==> config.mk <==
export PLATFORM = sky130hd
export DESIGN_NAME = ps2_keyboard_receiver_flat
export DESIGN_NICKNAME = d
export VERILOG_FILES = /design/src/rtl/ps2_keyboard_receiver_if.sv /design/src/rtl/ps2_keyboard_receiver.sv /design/src/flat_wrapper.sv
export SDC_FILE = /design/constraint.sdc
export NUM_CORES = 1
export LEC_CHECK = 0
export ABC_CLOCK_PERIOD_IN_PS = 1700
export BUFFER_PORTS_ARGS = -buffer_cell sky130_fd_sc_hd__buf_2
export CAP_MARGIN = 10
export CORE_UTILIZATION = 45
export CTS_CLUSTER_DIAMETER = 120
export DETAILED_ROUTE_END_ITERATION = 6
export HOLD_SLACK_MARGIN = 0.03
export PLACE_DENSITY_LB_ADDON = 0.2
export SLEW_MARGIN = 20
export SYNTH_ARGS = -nofsm -noshare
export SYNTH_HDL_FRONTEND = slang
export SYNTH_SLANG_ARGS = --single-unit
==> constraint.sdc <==
create_clock -name clk -period 1.7 [get_ports clk]
set_input_delay 0.17 -clock clk [delete_from_list [all_inputs] [get_ports clk]]
set_output_delay 0.17 -clock clk [all_outputs]
set_load 0.05 [all_outputs]
==> src/rtl/ps2_keyboard_receiver_if.sv <==
// PS/2 keyboard link: open-collector clock and data from the keyboard.
interface ps2_keyboard_receiver_if;
    logic keyb_clk;
    logic kdata;

    modport master (output keyb_clk, output kdata);
    modport slave  (input  keyb_clk, input  kdata);
endinterface

==> src/rtl/ps2_keyboard_receiver.sv <==
// PS/2 keyboard receiver: deserialises 11-bit frames, tracks make/break
// scan codes and keeps held-key state for two players' five controls.
module ps2_keyboard_receiver #(
    parameter int unsigned TIMEOUT_CYCLES = 100000
) (
    input  logic                    clk,
    input  logic                    rst,
    ps2_keyboard_receiver_if.slave  ps2,
    output logic [4:0]              p1keys,
    output logic [4:0]              p2keys,
    output logic [7:0]              debugLEDs
);

    localparam int unsigned CW = $clog2(TIMEOUT_CYCLES + 1);
    localparam logic [CW-1:0] TO_VAL = CW'(TIMEOUT_CYCLES);

    typedef enum logic [1:0] {
        ST_START,
        ST_DATA,
        ST_PARITY,
        ST_STOP
    } state_t;

    state_t      r_state;
    state_t      w_state_nxt;
    logic        w_stop_seen;

    logic        r_clk_s1, r_clk_s2, r_clk_prev;
    logic        r_dat_s1, r_dat_s2;
    logic        w_fall;

    logic [CW-1:0] r_idle_cnt;
    logic [2:0]  r_bitcnt;
    logic [7:0]  r_shift;
    logic        r_parity;
    logic [7:0]  r_byte;
    logic        r_byte_vld;
    logic        r_byte_err;

    logic        r_brk;
    logic        r_ext;
    logic [9:0]  r_keys;
    logic [7:0]  r_leds;
    logic [9:0]  w_mask;

    assign w_fall    = r_clk_prev & ~r_clk_s2;
    assign p1keys    = r_keys[4:0];
    assign p2keys    = r_keys[9:5];
    assign debugLEDs = r_leds;

    // Two-flop synchronisers for the asynchronous PS/2 lines plus edge history
    always_ff @(posedge clk) begin
        if (rst) begin
            r_clk_s1   <= 1'b1;
            r_clk_s2   <= 1'b1;
            r_clk_prev <= 1'b1;
            r_dat_s1   <= 1'b1;
            r_dat_s2   <= 1'b1;
        end else begin
            r_clk_s1   <= ps2.keyb_clk;
            r_clk_s2   <= r_clk_s1;
            r_clk_prev <= r_clk_s2;
            r_dat_s1   <= ps2.kdata;
            r_dat_s2   <= r_dat_s1;
        end
    end

    // Frame state register
    always_ff @(posedge clk) begin
        if (rst) begin
            r_state <= ST_START;
        end else begin
            r_state <= w_state_nxt;
        end
    end

    // Frame sequencing on keyboard clock falls; idle timeout drops partial frames
    always_comb begin
        w_state_nxt = r_state;
        w_stop_seen = 1'b0;
        if (w_fall) begin
            case (r_state)
                ST_START:  if (!r_dat_s2) w_state_nxt = ST_DATA;
                ST_DATA:   if (r_bitcnt == 3'd7) w_state_nxt = ST_PARITY;
                ST_PARITY: w_state_nxt = ST_STOP;
                ST_STOP: begin
                    w_state_nxt = ST_START;
                    w_stop_seen = 1'b1;
                end
                default:   w_state_nxt = ST_START;
            endcase
        end else if (r_state != ST_START && r_idle_cnt >= TO_VAL) begin
            w_state_nxt = ST_START;
        end
    end

    // Bit capture, idle counter and end-of-frame validity check
    always_ff @(posedge clk) begin
        if (rst) begin
            r_idle_cnt <= '0;
            r_bitcnt   <= '0;
            r_shift    <= '0;
            r_parity   <= 1'b0;
            r_byte     <= '0;
            r_byte_vld <= 1'b0;
            r_byte_err <= 1'b0;
        end else begin
            if (w_fall) begin
                r_idle_cnt <= '0;
            end else if (r_idle_cnt != TO_VAL) begin
                r_idle_cnt <= r_idle_cnt + CW'(1);
            end

            if (w_fall) begin
                case (r_state)
                    ST_START:  r_bitcnt <= '0;
                    ST_DATA: begin
                        r_shift  <= {r_dat_s2, r_shift[7:1]};
                        r_bitcnt <= r_bitcnt + 3'd1;
                    end
                    ST_PARITY: r_parity <= r_dat_s2;
                    default:   ;
                endcase
            end

            r_byte_vld <= 1'b0;
            r_byte_err <= 1'b0;
            if (w_stop_seen) begin
                if (r_dat_s2 && (^{r_parity, r_shift})) begin
                    r_byte     <= r_shift;
                    r_byte_vld <= 1'b1;
                end else begin
                    r_byte_err <= 1'b1;
                end
            end
        end
    end

    // Scan code to key bit: [4:0] player 1, [9:5] player 2; extended prefix ignored
    always_comb begin
        w_mask = '0;
        case (r_byte)
            8'h1D: w_mask[0] = 1'b1;
            8'h1B: w_mask[1] = 1'b1;
            8'h1C: w_mask[2] = 1'b1;
            8'h23: w_mask[3] = 1'b1;
            8'h29: w_mask[4] = 1'b1;
            8'h75: w_mask[5] = 1'b1;
            8'h72: w_mask[6] = 1'b1;
            8'h6B: w_mask[7] = 1'b1;
            8'h74: w_mask[8] = 1'b1;
            8'h5A: w_mask[9] = 1'b1;
            default: w_mask = '0;
        endcase
    end

    // Make/break decode of each accepted byte
    always_ff @(posedge clk) begin
        if (rst) begin
            r_keys <= '0;
            r_leds <= '0;
            r_brk  <= 1'b0;
            r_ext  <= 1'b0;
        end else if (r_byte_vld) begin
            r_leds <= r_byte;
            if (r_byte == 8'hE0) begin
                r_ext <= 1'b1;
            end else if (r_byte == 8'hF0) begin
                r_brk <= 1'b1;
            end else begin
                if (r_brk) begin
                    r_keys <= r_keys & ~w_mask;
                end else begin
                    r_keys <= r_keys | w_mask;
                end
                r_brk <= 1'b0;
                r_ext <= 1'b0;
            end
        end else if (r_byte_err && (r_brk || r_ext)) begin
            r_brk <= 1'b0;
            r_ext <= 1'b0;
        end
    end

endmodule

==> src/flat_wrapper.sv <==
// flat-port wrapper written by rule: the top's interface ports become plain ports
module ps2_keyboard_receiver_flat 
#(
    parameter int unsigned TIMEOUT_CYCLES = 100000
)
  (clk, rst, p1keys, p2keys, debugLEDs, ps2_keyb_clk, ps2_kdata);
  ps2_keyboard_receiver_if ps2_i ();
  input  logic clk;
  input  logic rst;
  output logic [4:0] p1keys;
  output logic [4:0] p2keys;
  output logic [7:0] debugLEDs;
  input wire logic [$bits(ps2_i.keyb_clk)-1:0] ps2_keyb_clk;
  input wire logic [$bits(ps2_i.kdata)-1:0] ps2_kdata;
  assign ps2_i.keyb_clk = ps2_keyb_clk;
  assign ps2_i.kdata = ps2_kdata;
  ps2_keyboard_receiver #(.TIMEOUT_CYCLES(TIMEOUT_CYCLES)) u_core (.clk(clk), .rst(rst), .ps2(ps2_i), .p1keys(p1keys), .p2keys(p2keys), .debugLEDs(debugLEDs));
endmodule
==> results of run 1 <==
==> kinds of logic after synthesis <==
| kind of cell | Yosys count | share of synthesized area |
|---|---|---|
| and+or+nand+nor | 147 | 0.249 |
| DFF | 66 | 0.458 |
| muxes | 21 | 0.0773 |
| buffers and inverters | 24 | 0.0326 |
| adders and majority gates | 8 | 0.0347 |
| AOI/OAI and AO/OA | 36 | 0.0747 |
| xor gates and xnor gates | 21 | 0.0738 |
==> synthesized netlist by cell type (all sizes together) <==
library cell  number  area (µm²)
dfxtp             66        1320
nand4b             1        8.76
xor2              16         140
nor2              51         191
nor3b              2        15.0
a22oi              2        15.0
inv                8        30.0
o21ai              5        25.0
a211oi             3        22.5
and3               2        12.5
nand2b             5        31.3
nand3b             2        15.0
xnor3              2        46.3
o31ai              1        7.51
or2                6        37.5
o21a               1        7.51
a31oi              1        6.26
a2111o             1        11.3
or3                3        18.8
buf                5        22.5
and4               4        35.0
ha                 8         100
nand2             33         124
clkbuf            11        41.3
xnor2              3        26.3
or4                3        22.5
a41oi              1        8.76
and2               2        12.5
nand3             13        65.1
and2b              1        10.0
o21bai             1        7.51
nor3               6        30.0
a32oi              1        8.76
nor4b              1        8.76
nor2b              2        12.5
mux2i             21         223
nor4bb             1        10.0
nor4               1        6.26
nand4              8        50.1
a21oi             19        95.1
==> worst max-delay path: stages (launching register included) <==
cell,delay [ps]
dfxtp_2,330
xnor2_2,120
xnor3_2,430
mux2i_4,260
buf_12,160
mux2i_2,200
nor2_1,50
==> report_power, final <==
group	total, W	internal (W)	switching (W)
combinational	0.0000862	0.0000371	0.0000491
sequential	0.00156	0.00155	0.00000749
clock	0.00164	0.00105	0.000591
==> routing by layer <==
metal  GRT usage  vias to the layer above
met5           0                        -
met1       0.259                     1133
met3      0.0511                        8
li1            -                     1208
met4      0.0877                        0
met2       0.296                       38
==> through the flow <==
stage          cell area (µm²)  total power (W)
4_1_cts                   3560          0.00331
3_3_place_gp              3290          0.00167
3_5_place_dp              3290          0.00167
5_1_grt                   3650          0.00340
2_1_floorplan             2880          0.00165
6_report                  3650          0.00329
==> cell type report <==
type	instances	area, µm²	share of cell area
well taps	75	93.8	0.0257
inverters	8	30.0	0.00824
flip-flops and latches	66	1330	0.365
repair buffers	57	393	0.108
clock buffers	11	151	0.0415
multi-input cells	233	1550	0.424
clock inverters	5	100	0.0275
==> how the worst max path moves through the flow <==
stage	slack [ps]	depth (start not counted)	startpoint	to
global placement	-30	8	u_core.r_idle_cnt[1]	u_core.r_idle_cnt[7]
global route	-70	6	u_core.r_shift[0]	u_core.r_byte[7]
finish	20	6	u_core.r_shift[0]	u_core.r_byte[7]
CTS	0.4	6	u_core.r_shift[1]	u_core.r_byte[7]
floorplan	2	5	u_core.r_shift[1]	u_core.r_byte[0]
detailed placement	10	6	u_core.r_shift[1]	u_core.r_byte[7]
==> repair_timing <==
item | in CTS | in global routing
setup buffers | 0 | 0
hold endpoints to repair | 2 | 0
hold buffers | 2 | 0
gates resized for setup | 0 | 21
endpoints found under the setup margin | 1 | 21
pin swaps | 1 | 3
==> qor.csv, run 1 <==
stage;metric;value;unit
die;Die Ht;82.0;µm
setup_path;kind of critical path;reg -> reg;
detailed_routing;Highest Signal Layer;met4;
place;IO buf count;21;
clock_tree;Root Buffer;clkbuf_8;
detailed_routing;post-route ant nets;0;
place;detailed-placement wirelength estimate;3990;µm
logic_synthesis;synthesized area;2880;µm²
logic_synthesis;syn avg cell area;8.92;µm²
sta;post-route minimum period;1680;ps
detailed_routing;Met1 Wirelength;2950;µm
setup_path;FF-to-FF Start;u_core.r_shift[0];
setup_path;CP required;1920;ps
pwr;pwr/cell area;902;nW/µm²
hold_path;Hold/Removal Path Class;in -> reg;
clock_tree;H-tree level count;3;
cells_and_area;# diodes;0;
place;pre-CTS WS;10.0;ps
status;status;finished clean;
sta;Setup TNS Final;0;ps
hold_path;hold_sp;rst;
detailed_routing;Met3 Routed Length;194;µm
cells_and_area;most common cell after layout, fill and taps aside;dfxtp_1;
logic_synthesis;Syn Inst Count;323;
run;MaxCap Viol Count;0;
die;Starting Density;0.476;
sta;Min Hold Slack;106;ps
global_route;vias in the first global route;2153;
setup_path;R2R Path End;u_core.r_byte[7];
sta;unrepaired setup endpoints after global routing;true;
cells_and_area;nets;387;
setup_path;Setup crit end kind;flip-flop;
cells_and_area;fin cells;455;
global_route;largest net degree at the start of global routing;42;
detailed_routing;Detailed Route WL;5830;µm
detailed_routing;wire per inst;12.8;µm
logic_synthesis;post-synthesis sequential area ratio;0.458;
clock_tree;worst skew pair latency;340;ps
sta;Least-Margin Pin Slew;458;ps
cells_and_area;Area growth, synth to finish;26.5;%
pwr;LEAKAGE;1.53;nW
hold_path;Min-Delay Endpoint;u_core.r_state[1];
cells_and_area;most frequent cells in the layout;dfxtp_1 (59), nor2_1 (51), nand2_1 (33), buf_4 (33), buf_2 (21);
place;GPL Wtd Cong;0.782;
detailed_routing;Vias per Instance;5.25;
cells_and_area;number of filler cells placed in the layout;524;
logic_synthesis;yosys warns;0;
detailed_routing;DR pass1 iterations;4;
setup_path;R2R depth;6;
setup_path;flop2flop setup slack;20;ps
sta;Layout Skew;6.61;ps
setup_path;Crit path arrival time;1900;ps
clock_tree;Num CTS Buffers;9;
place;Placed Cells;437;
global_route;Overflow after GRT;0;
sta;endpoints failing setup;0;
sta;fmax;595;MHz
global_route;initial antenna violation count;0;
logic_synthesis;Yosys cell types;43;
die;core region area;6060;µm²
detailed_routing;Initial DRC Count;91;
clock_tree;CTS sink count;66;
clock_tree;Bufs on Longest Clock Path;2;
setup_path;CP startpoint kind;flip-flop;
setup_path;CP max FO;9;
global_route;gr usage total;0.195;
detailed_routing;Post-route DRC;0;
global_route;first-pass GRT wire length;9870;µm
sta;Pins Over Slew Limit;0;
sta;max_slew headroom;0.691;
sta;fin worst setup slack;18.7;ps
clock_tree;clk slew on worst S/H paths;70;ps
sta;final hold vios;0;
detailed_routing;routed length on met2;2610;µm
clock_tree;CTS tree;yes;
die;row count;28;
logic_synthesis;Post-Syn Nets;335;
detailed_routing;via count;2387;
sta;Tcrit/Tclk final;0.989;
die;io pins;22;
die;die area;6730;µm²
pwr;Peak supply drop;0.520;mV
cells_and_area;fin util;0.602;
hold_path;Worst Hold Depth;2;
cells_and_area;fraction of layout cells with a size suffix above 1;0.261;
die;Die X-Extent;82.0;µm
logic_synthesis;Seq cells post-synth;66;
No activity file was read; power rests on OpenSTA's default activity.
==> inputs of run 2 (changes only) <==
CORE_UTILIZATION = 53   (was 45)
HOLD_SLACK_MARGIN = 0.05   (was 0.03)
==> run 2 against run 1 <==
Compared with the run above: the flow now finishes with violations (setup timing); final cell count shrank 4.2%; critical endpoint is now u_core.r_byte[0]; clock-buffer cell count is the same; clock skew shrank 0.51 ps; highest routed layer unchanged; core utilization grew 6.7 points; wire length shrank 2.5%; critical path type unchanged; largest power group is now registers; worst setup slack lost 29 ps; die area shrank 15%.
==> qor.csv, run 2 (synthesized netlist as in run 1, its figures left out) <==
stage;metric;value;unit;change
pwr;pwr/cell area;777;nW/µm²;-14%
cells_and_area;most common cell after layout, fill and taps aside;dfxtp_1;;
detailed_routing;wire per inst;13.0;µm;+1.7%
clock_tree;CTS tree;yes;;
place;detailed-placement wirelength estimate;3920;µm;-1.8%
sta;max_slew headroom;0.732;;+0.0410
place;IO buf count;21;;unchanged
status;failing checks;setup timing;;
die;row count;26;;-7.1%
setup_path;R2R Path End;u_core.r_byte[0];;
setup_path;cell chain of the critical path;xnor3_1, and2b_4, mux2i_4, buf_12, mux2i_1, nor2_1;;
sta;post-route minimum period;1710;ps;+29.1 ps
detailed_routing;post-route ant nets;0;;unchanged
die;io pins;22;;unchanged
setup_path;CP max FO;9;;unchanged
die;Die Ht;75.8;µm;-7.7%
cells_and_area;fraction of layout cells with a size suffix above 1;0.232;;-0.0283
detailed_routing;DR pass1 iterations;4;;unchanged
global_route;vias in the first global route;2105;;-2.2%
clock_tree;worst skew pair latency;340;ps;about the same
setup_path;FF-to-FF Start;u_core.r_shift[4];;
detailed_routing;Initial DRC Count;139;;+53%
sta;unrepaired setup endpoints after global routing;true;;
cells_and_area;nets;377;;-2.6%
die;Die X-Extent;75.8;µm;-7.7%
setup_path;CP startpoint kind;flip-flop;;
global_route;first-pass GRT wire length;9150;µm;-7.3%
global_route;gr usage total;0.216;;+0.0201
sta;final hold vios;0;;unchanged
clock_tree;clk slew on worst S/H paths;60;ps;about the same
clock_tree;CTS sink count;66;;unchanged
setup_path;slowest cell delay on critical path;450;ps;+20 ps
cells_and_area;fin util;0.668;;+0.0668
detailed_routing;via count;2326;;-2.6%
clock_tree;Bufs on Longest Clock Path;2;;unchanged
sta;Tcrit/Tclk final;1.01;;+0.0171
clock_tree;Root Buffer;clkbuf_8;;
clock_tree;H-tree level count;3;;unchanged
place;GPL Wtd Cong;0.839;;+7.3%
cells_and_area;Area growth, synth to finish;19.9;%;
detailed_routing;Post-route DRC;0;;unchanged
sta;endpoints failing setup;2;;+2
hold_path;hold_sp;rst;;
setup_path;Setup crit end kind;flip-flop;;
sta;Pins Over Slew Limit;0;;unchanged
hold_path;Worst Hold Depth;2;;unchanged
die;die area;5740;µm²;-15%
die;core region area;5170;µm²;-15%
run;MaxCap Viol Count;0;;unchanged
sta;Setup TNS Final;-19.4;ps;-19.4 ps
setup_path;CP max-delay cell;xnor3_1;;
pwr;LEAKAGE;1.42;nW;-6.8%
global_route;initial antenna violation count;0;;unchanged
setup_path;flop2flop setup slack;-10;ps;-30 ps
cells_and_area;most frequent cells in the layout;dfxtp_1 (59), nor2_1 (51), nand2_1 (33);;
setup_path;CP required;1910;ps;about the same
pwr;Peak supply drop;0.637;mV;+22%
status;status;complete, but fails checks;;
setup_path;kind of critical path;reg -> reg;;
clock_tree;Num CTS Buffers;9;;unchanged
detailed_routing;Detailed Route WL;5690;µm;-2.5%
cells_and_area;# diodes;0;;unchanged
sta;Layout Skew;6.10;ps;-0.515 ps
sta;fin worst setup slack;-10.4;ps;-29.1 ps
cells_and_area;number of filler cells placed in the layout;419;;-20%
global_route;Overflow after GRT;0;;unchanged
setup_path;Crit path arrival time;1920;ps;+20 ps
hold_path;Min-Delay Endpoint;u_core.r_bitcnt[0];;
die;Starting Density;0.557;;+0.0817
detailed_routing;Vias per Instance;5.33;;+1.7%
sta;fmax;585;MHz;-1.7%
global_route;largest net degree at the start of global routing;40;;-4.8%
hold_path;Hold/Removal Path Class;in -> reg;;
setup_path;R2R depth;6;;unchanged
sta;Least-Margin Pin Slew;402;ps;-55.2 ps
place;pre-CTS WS;-93.4;ps;-103 ps
==> run 2: worst max path at each step <==
stage	startpoint	endpoint	cells after the start
detailed placement	u_core.r_idle_cnt[0]	u_core.r_idle_cnt[15]	7
finish	u_core.r_shift[4]	u_core.r_byte[0]	6
global route	u_core.r_shift[0]	u_core.r_byte[3]	6
floorplan	u_core.r_shift[1]	u_core.r_byte[0]	5
CTS	u_core.r_shift[0]	u_core.r_byte[3]	6
global placement	u_core.r_idle_cnt[0]	u_core.r_idle_cnt[15]	7
==> run 2: where the power goes <==
| group | internal (W) | switching, W | total, W |
|---|---|---|---|
| registers | 0.00156 | 0.00000879 | 0.00157 |
| clock network | 0.000534 | 0.000512 | 0.00105 |
| logic | 0.0000288 | 0.0000460 | 0.0000748 |
==> run 2: layout make-up <==
cell class / instances / area [µm²] / area share
Tap cell: 70 / 87.6 / 0.0253
Clock buffer: 11 / 141 / 0.0409
Inverter: 8 / 30.0 / 0.00869
Multi-Input combinational cell: 233 / 1550 / 0.447
Timing Repair Buffer: 47 / 318 / 0.0919
Clock inverter: 1 / 5.00 / 0.00145
Sequential cell: 66 / 1330 / 0.385
==> run 2: metal layers <==
layer  share of wire  wire, µm  vias up  GRT usage
met5               0         0        -          0
met4           0.011        63        0     0.0679
met3           0.031       179        7     0.0926
met2            0.48      2740       34      0.347
met1            0.47      2700     1105      0.260
li1                -         -     1180          -
==> run 2: repair_timing <==
item                                    4_1_cts  5_1_grt
endpoints found under the hold margin         2        0
resized for setup                             9       11
hold buffers                                  2        0
buffers inserted                              1        0
pin swaps                                     2        3
endpoints found under the setup margin       16       34
==> run 2: stage by stage <==
step | cells | total power [W] | hold slack, ps | area (µm²)
final | 436 | 0.00269 | 138 | 3460
after global routing | 436 | 0.00279 | 140 | 3460
after CTS | 436 | 0.00272 | 131 | 3410
after detailed placement | 421 | 0.00167 | 358 | 3200
after global placement | 421 | 0.00166 | 358 | 3200
after floorplan | 323 | 0.00165 | 274 | 2880
==> run 2: worst max-delay path: cells and delay by family (launching register included) <==
family,cells,cell delay [ps]
AND/OR/NAND/NOR,2,260
XOR/XNOR,1,450
multiplexers,2,360
flip-flops,1,350
buffers and inverters,1,160
